### config.mk
export PLATFORM = sky130hd
export DESIGN_NAME = alu_arbiter
export DESIGN_NICKNAME = d
export VERILOG_FILES = /design/src/rtl/alu_arbiter.sv
export SDC_FILE = /design/constraint.sdc
export NUM_CORES = 1
export LEC_CHECK = 0
export CAP_MARGIN = 20
export CORE_ASPECT_RATIO = 1.25
export CORE_MARGIN = 2
export CORE_UTILIZATION = 53
export DETAILED_ROUTE_END_ITERATION = 16
export MAX_ROUTING_LAYER = met4
export PLACE_DENSITY = 0.9
export RECOVER_POWER = 100
export SETUP_SLACK_MARGIN = 0.05
export SLEW_MARGIN = 20
export SYNTH_ARGS = -nofsm -noshare
export SYNTH_HDL_FRONTEND = slang
export SYNTH_SLANG_ARGS = --single-unit
export TNS_END_PERCENT = 20
### constraint.sdc
create_clock -name clk -period 14.9 [get_ports clk]
set_clock_uncertainty 0.1 [all_clocks]
set_input_delay 2.235 -clock clk [delete_from_list [all_inputs] [get_ports clk]]
set_output_delay 2.235 -clock clk [all_outputs]
set_load 0.1 [all_outputs]
### src/rtl/alu_arbiter.sv
// -----------------------------------------------------------------------------
// alu_arbiter
// Two-requester front end to a single-cycle ALU. A round-robin arbiter picks
// one requester per cycle, the ALU result is registered one cycle later, and
// the registered result is held while the consumer stalls (res_rdy low).
//
// Build option:
//   ALU_CC_EN  - when defined, a condition-code register {ZF, SF, OF} is kept
//                and updated on every edge that registers a valid-opcode
//                result. When undefined, cc is tied to 3'b000 and no cc flops
//                exist.
//
// Ports:
//   clk              rising-edge clock
//   rst              synchronous active-high reset
//   req0/req1        operation requests
//   ifun0/ifun1      opcodes: 0 ADD, 1 SUB, 2 AND, 3 XOR, 4..15 invalid
//   a0,b0,a1,b1      operands (valA, valB)
//   gnt0/gnt1        combinational grant, operation accepted on this edge
//   res              registered result
//   res_vld          result valid
//   res_id           requester that owns res
//   res_rdy          result consumer ready
//   err              registered invalid-opcode flag
//   cc               condition codes {ZF, SF, OF}
// -----------------------------------------------------------------------------
module alu_arbiter #(
    parameter int W = 64
) (
    input  logic         clk,
    input  logic         rst,
    input  logic         req0,
    input  logic         req1,
    input  logic [3:0]   ifun0,
    input  logic [3:0]   ifun1,
    input  logic [W-1:0] a0,
    input  logic [W-1:0] b0,
    input  logic [W-1:0] a1,
    input  logic [W-1:0] b1,
    output logic         gnt0,
    output logic         gnt1,
    output logic [W-1:0] res,
    output logic         res_vld,
    output logic         res_id,
    input  logic         res_rdy,
    output logic         err,
    output logic [2:0]   cc
);

    localparam logic [3:0] OP_ADD = 4'd0;
    localparam logic [3:0] OP_SUB = 4'd1;
    localparam logic [3:0] OP_AND = 4'd2;
    localparam logic [3:0] OP_XOR = 4'd3;

    logic [W-1:0] res_q, res_d;
    logic         vld_q;
    logic         id_q;
    logic         err_q;
    // rr_q = 0: requester 0 wins a tie; rr_q = 1: requester 1 wins a tie
    logic         rr_q, rr_d;

    logic         can_grant;
    logic         any_gnt;
    logic [3:0]   sel_fun;
    logic [W-1:0] sel_a, sel_b;
    logic         op_ok;

    // ------------------------------------------------------------------
    // Arbitration: no grant in reset or while the held result is stalled
    // ------------------------------------------------------------------
    assign can_grant = !rst && !(vld_q && !res_rdy);
    assign gnt0      = can_grant && req0 && (!req1 || !rr_q);
    assign gnt1      = can_grant && req1 && (!req0 ||  rr_q);
    assign any_gnt   = gnt0 || gnt1;

    always_comb begin
        rr_d = rr_q;
        if (gnt0) rr_d = 1'b1;
        if (gnt1) rr_d = 1'b0;
    end

    // ------------------------------------------------------------------
    // ALU on the granted requester's operands
    // ------------------------------------------------------------------
    assign sel_fun = gnt1 ? ifun1 : ifun0;
    assign sel_a   = gnt1 ? a1    : a0;
    assign sel_b   = gnt1 ? b1    : b0;

    always_comb begin
        res_d = '0;
        op_ok = 1'b1;
        case (sel_fun)
            OP_ADD:  res_d = sel_b + sel_a;
            OP_SUB:  res_d = sel_b - sel_a;
            OP_AND:  res_d = sel_b & sel_a;
            OP_XOR:  res_d = sel_b ^ sel_a;
            default: op_ok = 1'b0;
        endcase
    end

    // ------------------------------------------------------------------
    // Result register; holds while stalled, drops valid when drained idle
    // ------------------------------------------------------------------
    always_ff @(posedge clk) begin
        if (rst) begin
            res_q <= '0;
            vld_q <= 1'b0;
            id_q  <= 1'b0;
            err_q <= 1'b0;
            rr_q  <= 1'b0;
        end else begin
            rr_q <= rr_d;
            if (any_gnt) begin
                res_q <= res_d;
                vld_q <= 1'b1;
                id_q  <= gnt1;
                err_q <= !op_ok;
            end else if (res_rdy) begin
                vld_q <= 1'b0;
            end
        end
    end

    assign res     = res_q;
    assign res_vld = vld_q;
    assign res_id  = id_q;
    assign err     = err_q;

`ifdef ALU_CC_EN
    logic [2:0] cc_q;
    logic       of_d;

    // Signed overflow: ADD overflows when like-signed operands give a result
    // of the other sign; SUB (b - a) when unlike signs flip b's sign.
    always_comb begin
        of_d = 1'b0;
        case (sel_fun)
            OP_ADD: of_d = (sel_a[W-1] == sel_b[W-1]) && (res_d[W-1] != sel_a[W-1]);
            OP_SUB: of_d = (sel_a[W-1] != sel_b[W-1]) && (res_d[W-1] != sel_b[W-1]);
            default: of_d = 1'b0;
        endcase
    end

    always_ff @(posedge clk) begin
        if (rst) begin
            cc_q <= 3'b000;
        end else if (any_gnt && op_ok) begin
            cc_q <= {(res_d == '0), res_d[W-1], of_d};
        end
    end

    assign cc = cc_q;
`else
    assign cc = 3'b000;
`endif

endmodule

==> results.py, run 1 <==
metrics = {
    "yosys": {
        "async_flop_share_pct": 0,
        "synth.distinct_cells": 74,
        "ys_ff_latch": 68,
        "synth_edf_count": 0,
        "netlist_area_um2": 11500,
        "synthDominantCellAreaShare_pct": 13.9,
        "avgSynthCellArea_um2": 6.68,
        "synth.area.top_cells": "ha_1, nand2_1, dfxtp_1",
        "synth-main-ff-cell": "dfxtp_1",
        "yosysTopAreaCell": "ha_1",
        "ys_seq_area_share_pct": 11.9,
        "yosysWarnings": 0,
        "syn_inst": 1717,
    },
    "sta": {
        "setup_violations": 0,
        "slew_headroom_pct": -189,
        "worstMarginPinSlew_ns": 4.33,
        "period_share_pct": 76.9,
        "fmaxAchievable_ghz": 0.0873,
        "hold_viol_final": 0,
        "rsz0062_at_grt": "no",
        "tns_ns": 0,
        "finalMaxSlewViolations": 127,
        "finalCriticalPeriod_ns": 11.46,
    },
    "cells_and_area": {
        "area_delta_synth_final_pct": 31.8,
        "nets": 2364,
        "final_area_um2": 15100,
        "fillers": 1837,
        "drive_gt1_share_pct": 2.48,
    },
    "pwr": {
        "power.share.sequential_pct": 16.8,
        "power_per_cell_area_nw_per_um2": 80.0,
        "switching_share_pct": 48.6,
        "leakage_nw": 7.00,
        "vdd_drop_max_v": 0.0000618,
        "power_frac_clock_pct": 19.2,
        "internal-power_mw": 0.621,
        "switchingPower_mw": 0.588,
        "p_comb_share_pct": 63.9,
    },
    "clock_network": {
        "cts_buffer_depth": 2,
        "cts_tree": "built",
        "cts_setup_buffers": 0,
        "post_cts_resized": 0,
        "cts.sinks": 68,
        "clk_root_buffer_cell": "clkbuf_16",
        "cts_max_level": 3,
        "numCtsBuffers": 9,
        "postCtsHoldBufs": 0,
        "clock_latency_ns": 0.36,
        "clkTransAtPathRegs_ns": 0.07,
    },
    "route": {
        "wirelength_um": 43900,
        "dr.pass1.iters": 5,
        "antenna_left": 0,
        "vias_per_cell": 6.12,
        "initialDrtViolationCount": 1240,
        "drc": 0,
        "wl_per_cell_um": 19.5,
        "vias": 13800,
    },
    "setup_path": {
        "endpoint_kind": "flip-flop",
        "crit_type": "primary input to flip-flop",
        "timing.rr.start": "rr_q$_SDFFE_PP0P_",
        "reg2reg_to": "res[59]$_SDFFE_PP0P_",
        "worstPathRequired_ns": 14.89,
        "cp.arrival_ns": 11.45,
        "worst-r2r-setup-slack_ns": 7.37,
        "critical_path.startpoint_type": "primary input",
        "worst-path-max-fanout": 62,
        "reg2reg_depth": 20,
    },
    "floorplanning": {
        "start_util_pct": 53.6,
        "die_h_um": 168,
        "row_count": 60,
        "io_pins": 341,
        "core-area_um2": 21400,
        "die_area_um2": 22800,
        "die_w_um": 136,
    },
    "min_path": {
        "holdCritPathClass": "flip-flop to flip-flop",
        "min_from": "err$_SDFFE_PP0P_",
        "hold_depth": 2,
        "hold_end": "err$_SDFFE_PP0P_",
    },
    "grt": {
        "grt_overflow": 0,
        "grt_start_max_net_pins": 74,
        "antenna_found_initial": 1,
        "grt_pass1_wl_um": 68000,
        "track_usage_pct": 38.3,
        "grt_pass1_vias": 13500,
    },
    "placement": {
        "gp_congestion": 0.965,
        "place_area_um2": 14800,
        "dp_hpwl_um": 34300,
        "io_buffers": 337,
    },
    "outcome": {
        "violations": "capacitance limit, slew limit",
        "status": "finished, violations left",
    },
    "job": {
        "drv_cap": 2,
    },
}
-- worst max-delay path, cell delays in order --
cell,delay (ns)
buf_2,0.08
clkbuf_1,2.26
nand4b_1,0.32
buf_4,0.52
inv_4,0.36
o41a_1,0.42
nor2_1,0.92
buf_4,0.45
a21oi_1,0.09
xnor2_1,0.15
ha_1,0.40
nand4_1,0.17
a2111oi_0,0.73
o21ai_0,0.26
a311oi_1,0.47
o22ai_1,0.25
o41ai_2,0.51
a31oi_1,0.30
o21ai_0,0.26
xnor2_1,0.15
o22ai_1,0.10
-- cell type report --
type                       count  area (um^2)  share of cell area, %
antenna                        1         2.50                 0.0166
timing repair buffer         351         3470                   22.9
tap                          279          349                   2.31
clock buffer                  12          246                   1.63
inverter                      46          175                   1.16
sequential                    68         1360                   9.00
multi-input combinational   1491         9470                   62.6
clock inverter                 4         48.8                  0.323
-- logic make-up after synthesis --
logic type	count (synthesis)	share of synthesized area, %
flops	68	11.9
buf+inv	160	5.65
fa+ha+maj	128	14.0
simple gates	726	27.5
mux	91	8.01
xor+xnor	122	9.31
compound gates	421	23.6
other cells	1	0.0327
-- synth_stat cells, drive strengths merged (30+ instances only) --
cell,n
nand2,402
nor2,138
a21oi,135
ha,127
o21ai,89
mux2i,88
clkbuf,83
xnor2,76
dfxtp,68
nor3,65
xor2,46
inv,45
a21o,38
buf,31
nand4,30
-- state kept, by name, summed over array words and instances, names as in the netlist --
signal / flops
res: 64
rr_q: 1
res_vld: 1
err: 1
res_id: 1
-- layer usage --
| layer | up-vias | track usage [%] | part of all wire [%] |
|---|---|---|---|
| met2 | 637 | 67.0 | 50 |
| met1 | 6365 | 41.3 | 37 |
| met5 | - | - | 0 |
| met4 | 0 | 21.2 | 5.6 |
| li1 | 6598 | - | - |
| met3 | 181 | 5.54 | 6.9 |
-- worst max path at each step --
stage / cells past startpoint / to / from
after global placement: 22 / res[63]$_SDFFE_PP0P_ / rst
final: 21 / res[59]$_SDFFE_PP0P_ / rst
after global routing: 22 / res[55]$_SDFFE_PP0P_ / rst
after floorplan: 8 / gnt1 / rst
after detailed placement: 21 / res[63]$_SDFFE_PP0P_ / rst
after CTS: 21 / res[63]$_SDFFE_PP0P_ / rst
-- per-stage QoR --
stage | hold slack [ns] | setup slack, ns | power, mW | cells | utilization, %
2_1_floorplan | 0.363 | 7.68 | 0.738 | 1719 | -
3_3_place_gp | 0.340 | 6.05 | 0.959 | 2234 | 69.4
3_5_place_dp | 0.366 | 5.86 | 0.966 | 2234 | 69.4
4_1_cts | 0.375 | 6.23 | 1.20 | 2250 | 70.7
5_1_grt | 0.393 | 2.91 | 1.27 | 2252 | 70.7
6_report | 0.372 | 3.44 | 1.21 | 2252 | 70.7
-- power groups by stage --
stage	logic (mW)	clock network, mW	registers (mW)
after detailed placement	0.758	0	0.208
after global routing	0.832	0.237	0.205
after global placement	0.751	0	0.208
final	0.773	0.233	0.204
after floorplan	0.434	0	0.303
after CTS	0.764	0.230	0.204
-- cell usage in the layout, fill, tap and decap left out, drive strengths merged, types with 8 or more instances in the layout --
| cell type | n |
|---|---|
| a21o | 38 |
| a21oi | 135 |
| a22oi | 11 |
| a31oi | 16 |
| and3 | 9 |
| buf | 13 |
| clkbuf | 14 |
| clkdlybuf4s50 | 266 |
| dfxtp | 68 |
| dlygate4sd3 | 70 |
| ha | 127 |
| inv | 46 |
| mux2i | 88 |
| nand2 | 402 |
| nand2b | 14 |
| nand3 | 17 |
| nand4 | 30 |
| nor2 | 138 |
| nor3 | 65 |
| nor4 | 11 |
| o211ai | 8 |
| o21a | 8 |
| o21ai | 89 |
| o21bai | 17 |
| o221ai | 23 |
| o22ai | 18 |
| o31ai | 9 |
| xnor2 | 76 |
| xor2 | 46 |
Power figures use the tool's default switching activity.
==> inputs of run 2 (changes only) <==
Settings changed: CORE_UTILIZATION 53 to 50, PLACE_DENSITY 0.9 to 0.86.
Clock period 14.9 ns to 10.83 ns, I/O delays scaled along.
==> run 2 against run 1 <==
The flow still finishes with violations (capacitance limit, slew limit). Sequential share of layout area barely moved. Power rose by 40%. Count of clock-buffer cells in the layout fell by 2. First-iteration DRC count fell by 0.65%. Wire length rose by 0.31%. Global-route usage fell by 2.3 points. Register-to-register slack got worse by 4.4 ns. Core utilization fell by 2.9 points. Via count rose by 0.52%. Final area rose by 0.24%. Worst setup slack got worse by 2.0 ns. Final cell count did not move. Critical path type unchanged. Critical endpoint is now res[58]$_SDFFE_PP0P_.
==> results.py, run 2 (synthesis gave the netlist of run 1 again) <==
metrics = {
    "outcome": {
        "status": "finished, violations left",
        "violations": "capacitance limit, slew limit",
    },
    "floorplanning": {
        "die_area_um2": 24200,
        "start_util_pct": 51.3,
        "die_h_um": 173,
        "row_count": 61,
        "core-area_um2": 22400,
        "io_pins": 341,
        "die_w_um": 139,
    },
    "cells_and_area": {
        "fillers": 1981,
        "multi_input_area_um2": 9490,
        "nets": 2361,
        "largest_register_ffs": 64,
        "antenna_cells": 0,
        "drive_gt1_share_pct": 2.79,
        "area_delta_synth_final_pct": 32.1,
        "seqCellArea_um2": 1360,
        "layout_commonest_cell": "nand2_1",
        "most-common-layout-cells": "nand2_1, clkdlybuf4s50_1, nor2_1, a21oi_1, ha_1",
        "final-instance-count-excl-fill": 2252,
        "final_area_um2": 15200,
        "final_core_util_pct": 67.8,
    },
    "clock_network": {
        "cts_buffer_depth": 2,
        "cts_max_level": 3,
        "clock_latency_ns": 0.36,
        "postCtsHoldBufs": 0,
        "clkTransAtPathRegs_ns": 0.07,
        "numCtsBuffers": 9,
        "post_cts_resized": 0,
        "cts.sinks": 68,
        "clk_root_buffer_cell": "clkbuf_16",
        "cts_tree": "built",
        "cts_setup_buffers": 0,
    },
    "setup_path": {
        "path_delay_family": "simple AND/OR/NAND/NOR gates",
        "worst_path_largest_cell_delay_ns": 1.63,
        "crit_slowest_cell": "nor2_1",
        "crit_type": "primary input to flip-flop",
        "worst-r2r-setup-slack_ns": 2.97,
        "cp_common_cell": "nor2_1",
        "reg2reg_to": "res[58]$_SDFFE_PP0P_",
        "path_cells": "dlygate4sd3_1 > nand2b_1 > nand4b_1 > inv_4 > buf_4 > mux2i_4 > nor2_1 > nor2_1 > xnor2_1 > fa_1 > nor2b_1 > o211ai_1 > a31oi_1 > o221ai_1 > o31ai_1 > a21oi_1 > o21ai_1 > a21boi_0 > mux2i_1 > o41a_1",
        "worst-path-max-fanout": 50,
        "timing.rr.start": "res_vld$_SDFFE_PP0P_",
        "worstPathRequired_ns": 10.98,
        "critical_path.startpoint_type": "primary input",
        "reg2reg_depth": 19,
        "cp.arrival_ns": 9.52,
        "endpoint_kind": "flip-flop",
        "crit_buf_inv": 3,
    },
    "grt": {
        "track_usage_pct": 35.9,
        "grt_pass1_vias": 13700,
        "antenna_found_initial": 0,
        "grt_start_max_net_pins": 82,
        "grt_overflow": 0,
        "grt_pass1_wl_um": 69300,
    },
    "sta": {
        "finalCriticalPeriod_ns": 9.37,
        "period_share_pct": 86.5,
        "hold_viol_final": 0,
        "setup_violations": 0,
        "slew_headroom_pct": -134,
        "worstMarginPinSlew_ns": 3.51,
        "fmaxAchievable_ghz": 0.107,
        "finalMaxSlewViolations": 71,
        "worst_slack_ns": 1.46,
        "tns_ns": 0,
        "rsz0062_at_grt": "no",
        "holdWs_ns": 0.349,
    },
    "placement": {
        "dp_hpwl_um": 34200,
        "dp_cells": 2236,
        "gp_congestion": 1.01,
        "pre_cts_ws_ns": 2.28,
        "io_buffers": 337,
        "place_area_um2": 14800,
    },
    "min_path": {
        "hold_end": "res[14]$_SDFFE_PP0P_",
        "hold_depth": 2,
        "holdCritPathClass": "flip-flop to flip-flop",
        "min_from": "res[14]$_SDFFE_PP0P_",
    },
    "route": {
        "wl_per_cell_um": 19.6,
        "vias_per_cell": 6.15,
        "vias": 13900,
        "wirelength_um": 44000,
        "dr.pass1.iters": 5,
        "antenna_left": 0,
        "initialDrtViolationCount": 1232,
        "drc": 0,
    },
    "pwr": {
        "leakage_nw": 7.00,
        "total_power_mw": 1.69,
        "vdd_drop_max_v": 0.0000844,
        "power_per_cell_area_nw_per_um2": 111,
    },
    "job": {
        "drv_cap": 2,
    },
}
## run 2: final cells by class
class                   instances  share of cell area, %
clock buffers                  10                   1.58
clock inverters                 6                  0.578
inverters                      46                   1.16
multi-input cells            1491                   62.6
flip-flops and latches         68                   8.98
well taps                     283                   2.34
repair buffers                348                   22.7
## run 2: tightest hold or removal path, cell delays in order, from the launching register on
cell and delay, ns:
dfxtp_1 0.31, nand2_1 0.05, a21oi_1 0.05
## run 2: where the power goes
| part | internal, mW | switching, mW | total [mW] |
|---|---|---|---|
| logic | 0.399 | 0.661 | 1.06 |
| clock network | 0.208 | 0.141 | 0.349 |
| registers | 0.269 | 0.0107 | 0.280 |
## run 2: worst max-delay path by stage
stage | from | slack (ns) | cells after the start | end
2_1_floorplan | rst | 4.22 | 21 | res[60]$_SDFFE_PP0P_
3_3_place_gp | res_rdy | 2.41 | 20 | res[63]$_SDFFE_PP0P_
3_5_place_dp | res_rdy | 2.28 | 20 | res[63]$_SDFFE_PP0P_
4_1_cts | res_rdy | 2.59 | 20 | res[63]$_SDFFE_PP0P_
5_1_grt | res_rdy | 1.08 | 20 | res[58]$_SDFFE_PP0P_
6_report | res_rdy | 1.46 | 20 | res[58]$_SDFFE_PP0P_
## run 2: layer usage
layer  vias up  wire [um]  GRT usage, %
li1       6588          -             -
met1      6421      16700          38.4
met2       679      22200          63.8
met3       164       2790          5.03
met4         0       2380          19.7
met5         -          0             -
==> inputs of run 3 (changes only) <==
Settings changed: CORE_UTILIZATION 50 to 60, DONT_BUFFER_PORTS from default to 1, PLACE_DENSITY 0.86 to 0.78.
Clock period 10.83 ns to 11.4 ns, I/O delays scaled along.
==> run 3 against run 2 <==
The flow still finishes with violations (capacitance limit, slew limit). Worst setup slack better by 0.50 ns. Combinational power is 30% lower. Register-to-register slack worse by 0.70 ns. Via count is 10% lower. Non-clock buffer count is 337 lower. Global-route usage is 3.4 points higher. Critical path depth is 1 higher. Power is 16% lower. Sequential share of layout area is 2.7 points higher. Sequential cell count stayed put. Worst hold slack better by 0.074 ns.
==> results.py, run 3 (synthesis gave the netlist of run 1 again) <==
metrics = {
    "cells_and_area": {
        "final_core_util_pct": 62.1,
        "area_delta_synth_final_pct": 1.64,
        "final_area_um2": 11700,
        "drive_gt1_share_pct": 2.76,
        "nets": 2024,
        "antenna_cells": 0,
        "largest_register_ffs": 64,
        "layout_commonest_cell": "nand2_1",
        "most-common-layout-cells": "nand2_1, nor2_1, a21oi_1, ha_1, mux2i_1",
        "final-instance-count-excl-fill": 1863,
    },
    "outcome": {
        "status": "finished, violations left",
        "violations": "capacitance limit, slew limit",
    },
    "grt": {
        "antenna_found_initial": 0,
        "track_usage_pct": 39.3,
        "grt_pass1_wl_um": 62000,
        "grt_start_max_net_pins": 78,
        "grt_pass1_vias": 11900,
        "grt_overflow": 0,
    },
    "clock_network": {
        "cts_max_level": 3,
        "cts_buffer_depth": 2,
        "cts_setup_buffers": 0,
        "postCtsHoldBufs": 0,
        "cts.sinks": 68,
        "post_cts_resized": 0,
        "clock_latency_ns": 0.35,
        "numCtsBuffers": 9,
        "cts_tree": "built",
        "clkTransAtPathRegs_ns": 0.06,
        "clk_root_buffer_cell": "clkbuf_16",
    },
    "pwr": {
        "power_per_cell_area_nw_per_um2": 122,
        "vdd_drop_max_v": 0.0000819,
        "total_power_mw": 1.42,
        "leakage_nw": 5.49,
    },
    "sta": {
        "slew_headroom_pct": -198,
        "rsz0062_at_grt": "no",
        "period_share_pct": 82.8,
        "worst_slack_ns": 1.96,
        "finalMaxSlewViolations": 64,
        "holdWs_ns": 0.423,
        "worstMarginPinSlew_ns": 4.48,
        "fmaxAchievable_ghz": 0.106,
        "tns_ns": 0,
        "hold_viol_final": 0,
        "finalCriticalPeriod_ns": 9.44,
        "setup_violations": 0,
    },
    "floorplanning": {
        "io_pins": 341,
        "core-area_um2": 18800,
        "start_util_pct": 61.1,
        "die_area_um2": 20300,
        "row_count": 56,
        "die_h_um": 159,
        "die_w_um": 128,
    },
    "setup_path": {
        "endpoint_kind": "flip-flop",
        "crit_type": "primary input to flip-flop",
        "worst-path-max-fanout": 77,
        "worstPathRequired_ns": 11.53,
        "worst-r2r-setup-slack_ns": 2.27,
        "critical_path.startpoint_type": "primary input",
        "cp.arrival_ns": 9.58,
    },
    "placement": {
        "dp_cells": 1847,
        "place_area_um2": 11400,
        "gp_congestion": 0.982,
        "dp_hpwl_um": 31000,
        "pre_cts_ws_ns": 2.88,
        "io_buffers": 0,
    },
    "route": {
        "wl_per_cell_um": 21.5,
        "vias": 12400,
        "drc": 0,
        "dr.pass1.iters": 6,
        "initialDrtViolationCount": 1015,
        "antenna_left": 0,
        "wirelength_um": 40000,
        "vias_per_cell": 6.67,
    },
    "min_path": {
        "holdCritPathClass": "flip-flop to flip-flop",
    },
    "job": {
        "drv_cap": 1,
    },
}
==> run 3: power breakdown <==
part	switching, mW	total (mW)	internal, mW
combinational	0.463	0.744	0.281
sequential	0.143	0.399	0.256
clock	0.122	0.280	0.158
==> run 3: worst paths after layout <==
kind / start / end / depth (start not counted)
worst max-delay path: res_rdy / res[58]$_SDFFE_PP0P_ / 21
worst max register to register: res_vld$_SDFFE_PP0P_ / res[58]$_SDFFE_PP0P_ / 21
worst min-delay path: rr_q$_SDFFE_PP0P_ / rr_q$_SDFFE_PP0P_ / 1
worst min register to register: rr_q$_SDFFE_PP0P_ / rr_q$_SDFFE_PP0P_ / 1
==> run 3: critical path: stages <==
cell	delay (ns)
nand2b_1	0.19
nand4b_1	0.18
clkbuf_1	0.88
inv_6	0.45
buf_4	0.51
mux2i_4	0.31
nor2_1	0.99
buf_4	0.47
nor2_1	0.11
xnor2_1	0.18
fa_1	0.45
nor2b_1	0.19
o211ai_1	0.16
a31oi_1	0.28
o221ai_1	0.31
o31ai_1	0.51
a21oi_1	0.25
o21ai_0	0.54
a21boi_0	0.30
mux2i_1	0.18
o41a_1	0.38
==> run 3: layout make-up <==
class / count / area [um^2]
Multi-Input combinational cell: 1491 / 9490
Inverter: 46 / 178
Clock inverter: 2 / 10.0
Timing Repair Buffer: 11 / 71.3
Sequential cell: 68 / 1360
Fill cell: 1873 / 7120
Clock buffer: 13 / 260
Tap cell: 232 / 290
==> run 3: layer usage <==
metal / track usage [%] / vias to the layer above / share of wire [%]
met5: - / - / 0
met3: 7.16 / 119 / 7.5
met1: 43.8 / 5809 / 38
li1: - / 5892 / -
met4: 18.1 / 0 / 4.8
met2: 68.5 / 614 / 50
